==> src/rtl/router_sync.sv <==
// router_sync
//   Glue between the 1x3 router's packet-control FSM and its three output
//   FIFOs. Latches the header's destination address, steers the FSM write
//   strobe to the addressed FIFO, returns that FIFO's full flag, reports
//   per-port data availability and soft-resets a FIFO whose data has sat
//   unread for TIMEOUT consecutive cycles.
//
// Ports
//   clock            rising-edge clock
//   resetn           synchronous active-low reset
//   detect_add       header byte present; latch data_in as destination
//   data_in[1:0]     destination address field of the header
//   write_enb_reg    FSM write strobe for the current byte
//   read_enb_0..2    destination read strobes
//   empty_0..2       FIFO empty flags
//   full_0..2        FIFO full flags
//   write_enb[2:0]   one-hot FIFO write enables (bit n -> FIFO n)
//   fifo_full        full flag of the addressed FIFO (0 when address invalid)
//   vld_out_0..2     port n holds readable data
//   soft_reset_0..2  one-cycle soft-reset pulse to FIFO n
module router_sync #(
  parameter int unsigned TIMEOUT = 30,
  parameter int unsigned CW      = 5
) (
  input  logic       clock,
  input  logic       resetn,
  input  logic       detect_add,
  input  logic [1:0] data_in,
  input  logic       write_enb_reg,
  input  logic       read_enb_0,
  input  logic       read_enb_1,
  input  logic       read_enb_2,
  input  logic       empty_0,
  input  logic       empty_1,
  input  logic       empty_2,
  input  logic       full_0,
  input  logic       full_1,
  input  logic       full_2,
  output logic [2:0] write_enb,
  output logic       fifo_full,
  output logic       vld_out_0,
  output logic       vld_out_1,
  output logic       vld_out_2,
  output logic       soft_reset_0,
  output logic       soft_reset_1,
  output logic       soft_reset_2
);

  localparam logic [1:0]    ADDR_NONE = 2'b11;
  localparam logic [CW-1:0] CNT_LAST  = CW'(TIMEOUT - 1);

  logic [1:0]    addr;
  logic [2:0]    vld;
  logic [2:0]    rd;
  logic [2:0]    soft_reset;
  logic [CW-1:0] cnt [3];

  assign vld = {~empty_2, ~empty_1, ~empty_0};
  assign rd  = {read_enb_2, read_enb_1, read_enb_0};

  assign vld_out_0 = vld[0];
  assign vld_out_1 = vld[1];
  assign vld_out_2 = vld[2];

  assign soft_reset_0 = soft_reset[0];
  assign soft_reset_1 = soft_reset[1];
  assign soft_reset_2 = soft_reset[2];

  // Destination address; 2'b11 means no destination selected.
  always_ff @(posedge clock) begin
    if (!resetn)
      addr <= ADDR_NONE;
    else if (detect_add)
      addr <= data_in;
  end

  always_comb begin
    write_enb = '0;
    fifo_full = 1'b0;
    case (addr)
      2'b00: begin
        write_enb = {2'b00, write_enb_reg};
        fifo_full = full_0;
      end
      2'b01: begin
        write_enb = {1'b0, write_enb_reg, 1'b0};
        fifo_full = full_1;
      end
      2'b10: begin
        write_enb = {write_enb_reg, 2'b00};
        fifo_full = full_2;
      end
      default: begin
        write_enb = '0;
        fifo_full = 1'b0;
      end
    endcase
  end

  // Per-port stall timers: count consecutive valid-but-unread cycles and
  // fire a single-cycle soft reset when the count reaches TIMEOUT, then
  // start a fresh count if data is still pending.
  always_ff @(posedge clock) begin
    for (int unsigned i = 0; i < 3; i++) begin
      if (!resetn || !vld[i] || rd[i]) begin
        cnt[i]        <= '0;
        soft_reset[i] <= 1'b0;
      end else if (cnt[i] == CNT_LAST) begin
        cnt[i]        <= '0;
        soft_reset[i] <= 1'b1;
      end else begin
        cnt[i]        <= cnt[i] + CW'(1);
        soft_reset[i] <= 1'b0;
      end
    end
  end

endmodule
==> config.mk <==
export PLATFORM = sky130hd
export DESIGN_NAME = router_sync
export DESIGN_NICKNAME = d
export VERILOG_FILES = /design/src/rtl/router_sync.sv
export SDC_FILE = /design/constraint.sdc
export NUM_CORES = 1
export LEC_CHECK = 0
export CAP_MARGIN = 25
export CELL_PAD_IN_SITES_DETAIL_PLACEMENT = 1
export CELL_PAD_IN_SITES_GLOBAL_PLACEMENT = 2
export CORE_UTILIZATION = 30
export CTS_CLUSTER_SIZE = 28
export DETAILED_ROUTE_END_ITERATION = 12
export GPL_TIMING_DRIVEN = 0
export PLACE_DENSITY_LB_ADDON = 0.1
export SYNTH_ARGS = -nofsm -noshare
export SYNTH_HDL_FRONTEND = slang
export SYNTH_SLANG_ARGS = --single-unit
==> constraint.sdc <==
create_clock -name clock -period 1.7 [get_ports clock]
set_input_delay 0.34 -clock clock [delete_from_list [all_inputs] [get_ports clock]]
set_output_delay 0.34 -clock clock [all_outputs]
set_load 0.01 [all_outputs]
# Yosys cells after proc, flatten, opt, wreduce, memory -nomap -nowiden
# Memory sizes are Yosys's and may differ from the RTL's.
# Index checks and enable logic that the tools add are counted.
# op_classes
n_addsub,3
n_eq_ne,5
mux,32
bitwise_logic,9
reduce_logical,8
# op_table
cell,count
$mux W5,6
$mux W1,24
$add A5 B1 Y5 const B,3
$eq A5 B5 Y1 const B,3
$pmux W3 S3,1
$logic_or A1 B1 Y1,6
$or A1 B1 Y1,6
$not A1 Y1,3
$pmux W1 S3,1
$eq A2 B1 Y1 const B,1
$eq A2 B2 Y1 const B,1
$logic_not A2 Y1,1
$logic_not A1 Y1,1
# word_totals
ff_bits,5
ram_bits,15
input_bits,15
out_inout_bits,10
memories,1
# mem_list
name,words,width,rd,rd_clocked_by_memory_dff,wr,line_no,text
cnt,3,5,3,0,3,56,logic [CW-1:0] cnt [3];

# Depth between registers and ports, before layout
# logic_depth
ltp_word,7
depth_mapped,5
mapped_depth_nobuf,5

# Least setup slack after synthesis
# Ideal clock, no wire load.
# synth_timing
path_type,flip-flop to flip-flop
from,mem cnt[1][1]
to,"mem cnt[1][2], data pin"
arrival_time_ns,0.921
required_ns,1.441
slack_ns,0.520
path_stages_with_launch,6
period_less_slack_ns,1.180
cell_sequence,edfxtp_1 inv_1 ha_1 nand4_1 nand4_1 nor2_1
# synth_lines
item,line_no
"start, declared",56

# Worst setup path in the final report
# layout_timing
from,in write_enb_reg
to,out write_enb[0]
# layout_between
elab_chain_len,1
# layout_lines
item,line_no,text
"start, declared",29,"input logic write_enb_reg,"
$pmux W3 S3,80,case (addr)
"end, declared",39,"output logic [2:0] write_enb,"
# No other way between the ends.

==> run summary <==
Of the total power, combinational logic draws 11.7%. The gate count of the mapped netlist is 86. The maximum level of the CTS H-tree is 1, and the global-route usage over all layers is 11.5%. The run finished with clean final reports. By area the synthesized netlist is led by edfxtp_1, dfxtp_1, ha_1, nor2_1, xor2_1.

Final worst clock skew: 0.00915 ns. The run gives 0 as the number of antenna violations at the first check in global routing. The antenna diode count was 0; the setup violation total in the final timing report was 0. For the peak supply drop, the log shows 0.000477 V. After clock tree synthesis, the clock-pin slew on the worst setup and hold paths is 0.10 ns. The worst setup path is captured at an output pin. Cell internal power was estimated by the tool at 697 µW. The ratio of cells with drive above 1 in the final layout is 6.25%. The initial utilization of the core area, before any placement, comes to 32.1%. The number of buffer cells added on primary ports is 24. The top cell type by area accounts for 45.6% of the synthesized area. For the worst setup path, the data required time is 1.36 ns. In this run the vertical extent of the chip is 59.4 µm. The logs give 3080 µm² for the core area and 3 for the number of CTS-inserted buffers.

The die is 59.4 µm wide. Across all layers, the routed design uses 732 vias. Mean routed wirelength per cell: 10.2 µm. Worst min-delay path category: reg2reg.

Summing every instance area after synthesis gives 988 µm². The final hold violation count is 0. The worst setup path is of the in2out kind. For this design the static power due to leakage is 0.000560 µW. Sequential cells burn 62.9% of the power.

The startpoint of the lowest-slack hold path is addr[0]$_SDFFE_PN1P_. The clock network accounts for 25.4% of the total power. 25 I/O pins were placed. Based on the critical path, the design can be clocked at up to 608 MHz. Summed over all nets, the half-perimeter wirelength after detailed placement is 1450 µm. The largest driver fanout on the critical path is 3. Mean area per synthesized cell: 11.5 µm². Net switching is 22.6% of the power. The tools report the clock latency on the worst-skew pair as 0.30 ns. TritonCTS built the clock tree.

Traced cell by cell, the critical path runs through clkdlybuf4s50_1 > nor3b_1 > clkdlybuf4s15_1. Dominant delay contributor by cell family on the critical path: buffers and inverters. The floorplan step defined a die boundary enclosing 3530 µm². Setup repair after global routing could not meet its margin everywhere. Clock tree synthesis found a total of 20 sinks.

After filler insertion, the fill cell instance count of the layout stands at 356. The run gives 7 as the post-CTS resize count. The run gives 0 as the aggregate global routing overflow.

After the first detailed-routing iteration, the DRC count stood at 10. The run gives 4 as the first-pass iteration count of the detailed router. The tools report the startpoint of the most critical register-to-register path as cnt[1][0]$_SDFFCE_PN0P_.

In the finished design, the share of the clock period the worst path needs comes to 96.7%. For this run, the slowest stage of the critical path takes 0.50 ns. Setup total negative slack on the finished layout was measured at 0 ns. STA classifies the critical path startpoint as a primary input. Among all flip-flop cells after synthesis, the most frequent one is edfxtp_1. For the final weighted congestion of routability-driven global placement, the log shows 0.721. The standard-cell row count came out at 20. The synthesized design contains 20 register bits.

In this run the post-CTS setup repair buffer count came out at 0. The number of hold buffers added after CTS was 0. The number of enable flip-flop cells after synthesis was 15.

The arrival time of the worst setup path was 1.30 ns. Counting along the longest clock path gives a buffer depth of 2. The largest individual stage delay along the critical path comes from the cell clkdlybuf4s50_1. The timing startpoint of the critical path was write_enb_reg. The power per cell area came out at 664 nW/µm².

For this run, the register share of the synthesized area comes to 55.7%. Counting distinct cell types in the post-synthesis netlist gives 18. In the final design database the tool counted 150 nets.

The cell taking the most area after synthesis is edfxtp_1. For the routed wire length, the log shows 1750 µm. For this run, design rule violations remaining after detail routing come to 0. For the warning count from the yosys run, the log shows 0.

The number of nets still failing antenna checks after routing is 0. The area growth from synthesis to layout is 37.2%, and the buffers plus inverters on the worst setup path is 2. Of all flip-flops after synthesis, the portion carrying an async set or reset was 0%. Cells fill 44.1% of the core in the end. The tools report the clock root buffer as clkbuf_4.

The number of global-route vias before repair is 740. Entering global routing, the biggest net connects 12 pins. The clock period minus worst slack was 1.64 ns; the max-cap check violation count was 0.

The first global-routing pass estimated 2990 µm of wire. The net switching power came out at 203 µW. The count of final max-slew check failures is 0. The number of vias per cell came out at 4.26.
## worst register-to-register path: stages (launching register included)
cell and delay (ns):
edfxtp_1 0.45, ha_1 0.23, nand4_1 0.12, nand4_1 0.23, nor2_1 0.17
## layer usage
layer  track usage, %  share of wire, %  up-vias
met2             20.1                48       20
met5                0                 0        -
met1             13.3                44      340
met4             5.10               1.3        0
li1                 -                 -      368
met3             2.84               6.3        4
## final cells by class
cell class | count | area (µm²) | share of cell area [%]
Clock buffer | 4 | 26.3 | 1.94
Inverter | 7 | 26.3 | 1.94
Multi-Input combinational cell | 73 | 464 | 34.2
Sequential cell | 20 | 552 | 40.7
Tap cell | 44 | 55.1 | 4.06
Timing Repair Buffer | 24 | 233 | 17.2
## cells in the final DEF (no fill, tap or decap), drive strengths merged
master	netlist	layout
edfxtp	15	15
ha	6	6
dlygate4sd2	0	6
xor2	6	6
clkdlybuf4s50	0	17
mux2i	3	3
nand4	4	4
nor4b	3	3
o21ai	1	1
nor2	18	18
and3b	1	1
inv	7	7
nand3b	1	1
clkbuf	0	4
xnor2	3	3
nor3b	1	1
dfxtp	5	5
nand2	3	3
clkdlybuf4s15	0	1
nand3	8	8
conb	1	15
## cell usage after synthesis (3+ instances only)
library cell  instances
edfxtp_1             15
nand4_1               3
mux2i_1               3
nor2_1               18
nand2_1               3
nor4b_2               3
inv_1                 7
xnor2_1               3
dfxtp_1               5
nand3_1               8
xor2_1                6
ha_1                  6
## per-stage QoR
step	power [µW]	cell area [µm²]	hold WS (ns)	std cells	setup WS, ns
2_1_floorplan	623	1040	0.402	100	0.520
3_3_place_gp	686	1340	0.568	168	-0.216
3_5_place_dp	689	1340	0.569	168	-0.260
4_1_cts	922	1350	0.598	172	0.0216
5_1_grt	955	1360	0.620	172	-0.00873
6_report	901	1360	0.558	172	0.0555
## state kept, by name, summed over array words and instances (netlist names)
register	count
cnt	15
addr	2
soft_reset	3
## power by group through the flow
stage	clock, µW	sequential (µW)	combinational (µW)
after detailed placement	0	578	111
after global routing	264	571	120
after global placement	0	577	109
after floorplan	0	573	49.5
after CTS	248	567	107
final	229	567	105
## final timing paths
path | end | slack [ns] | depth (start not counted)
hold / removal | addr[0]$_SDFFE_PN1P_ | 0.56 | 2
setup reg to reg | cnt[1][2]$_SDFFCE_PN0P_ | 0.35 | 4
hold reg to reg | addr[0]$_SDFFE_PN1P_ | 0.56 | 2
setup / recovery | write_enb[0] | 0.06 | 3
## cell families after synthesis
group | count (synthesis) | share of synthesized area, %
other | 1 | 0.379
multiplexers | 3 | 3.04
AO/OA/AOI/OAI | 1 | 0.506
adder cells (fa/ha/maj) | 6 | 7.59
buffers and inverters | 7 | 2.66
AND/OR/NAND/NOR | 39 | 22.2
XOR/XNOR | 9 | 7.98
flip-flops | 20 | 55.7
Note: power is estimated with default switching activity, not from simulation.
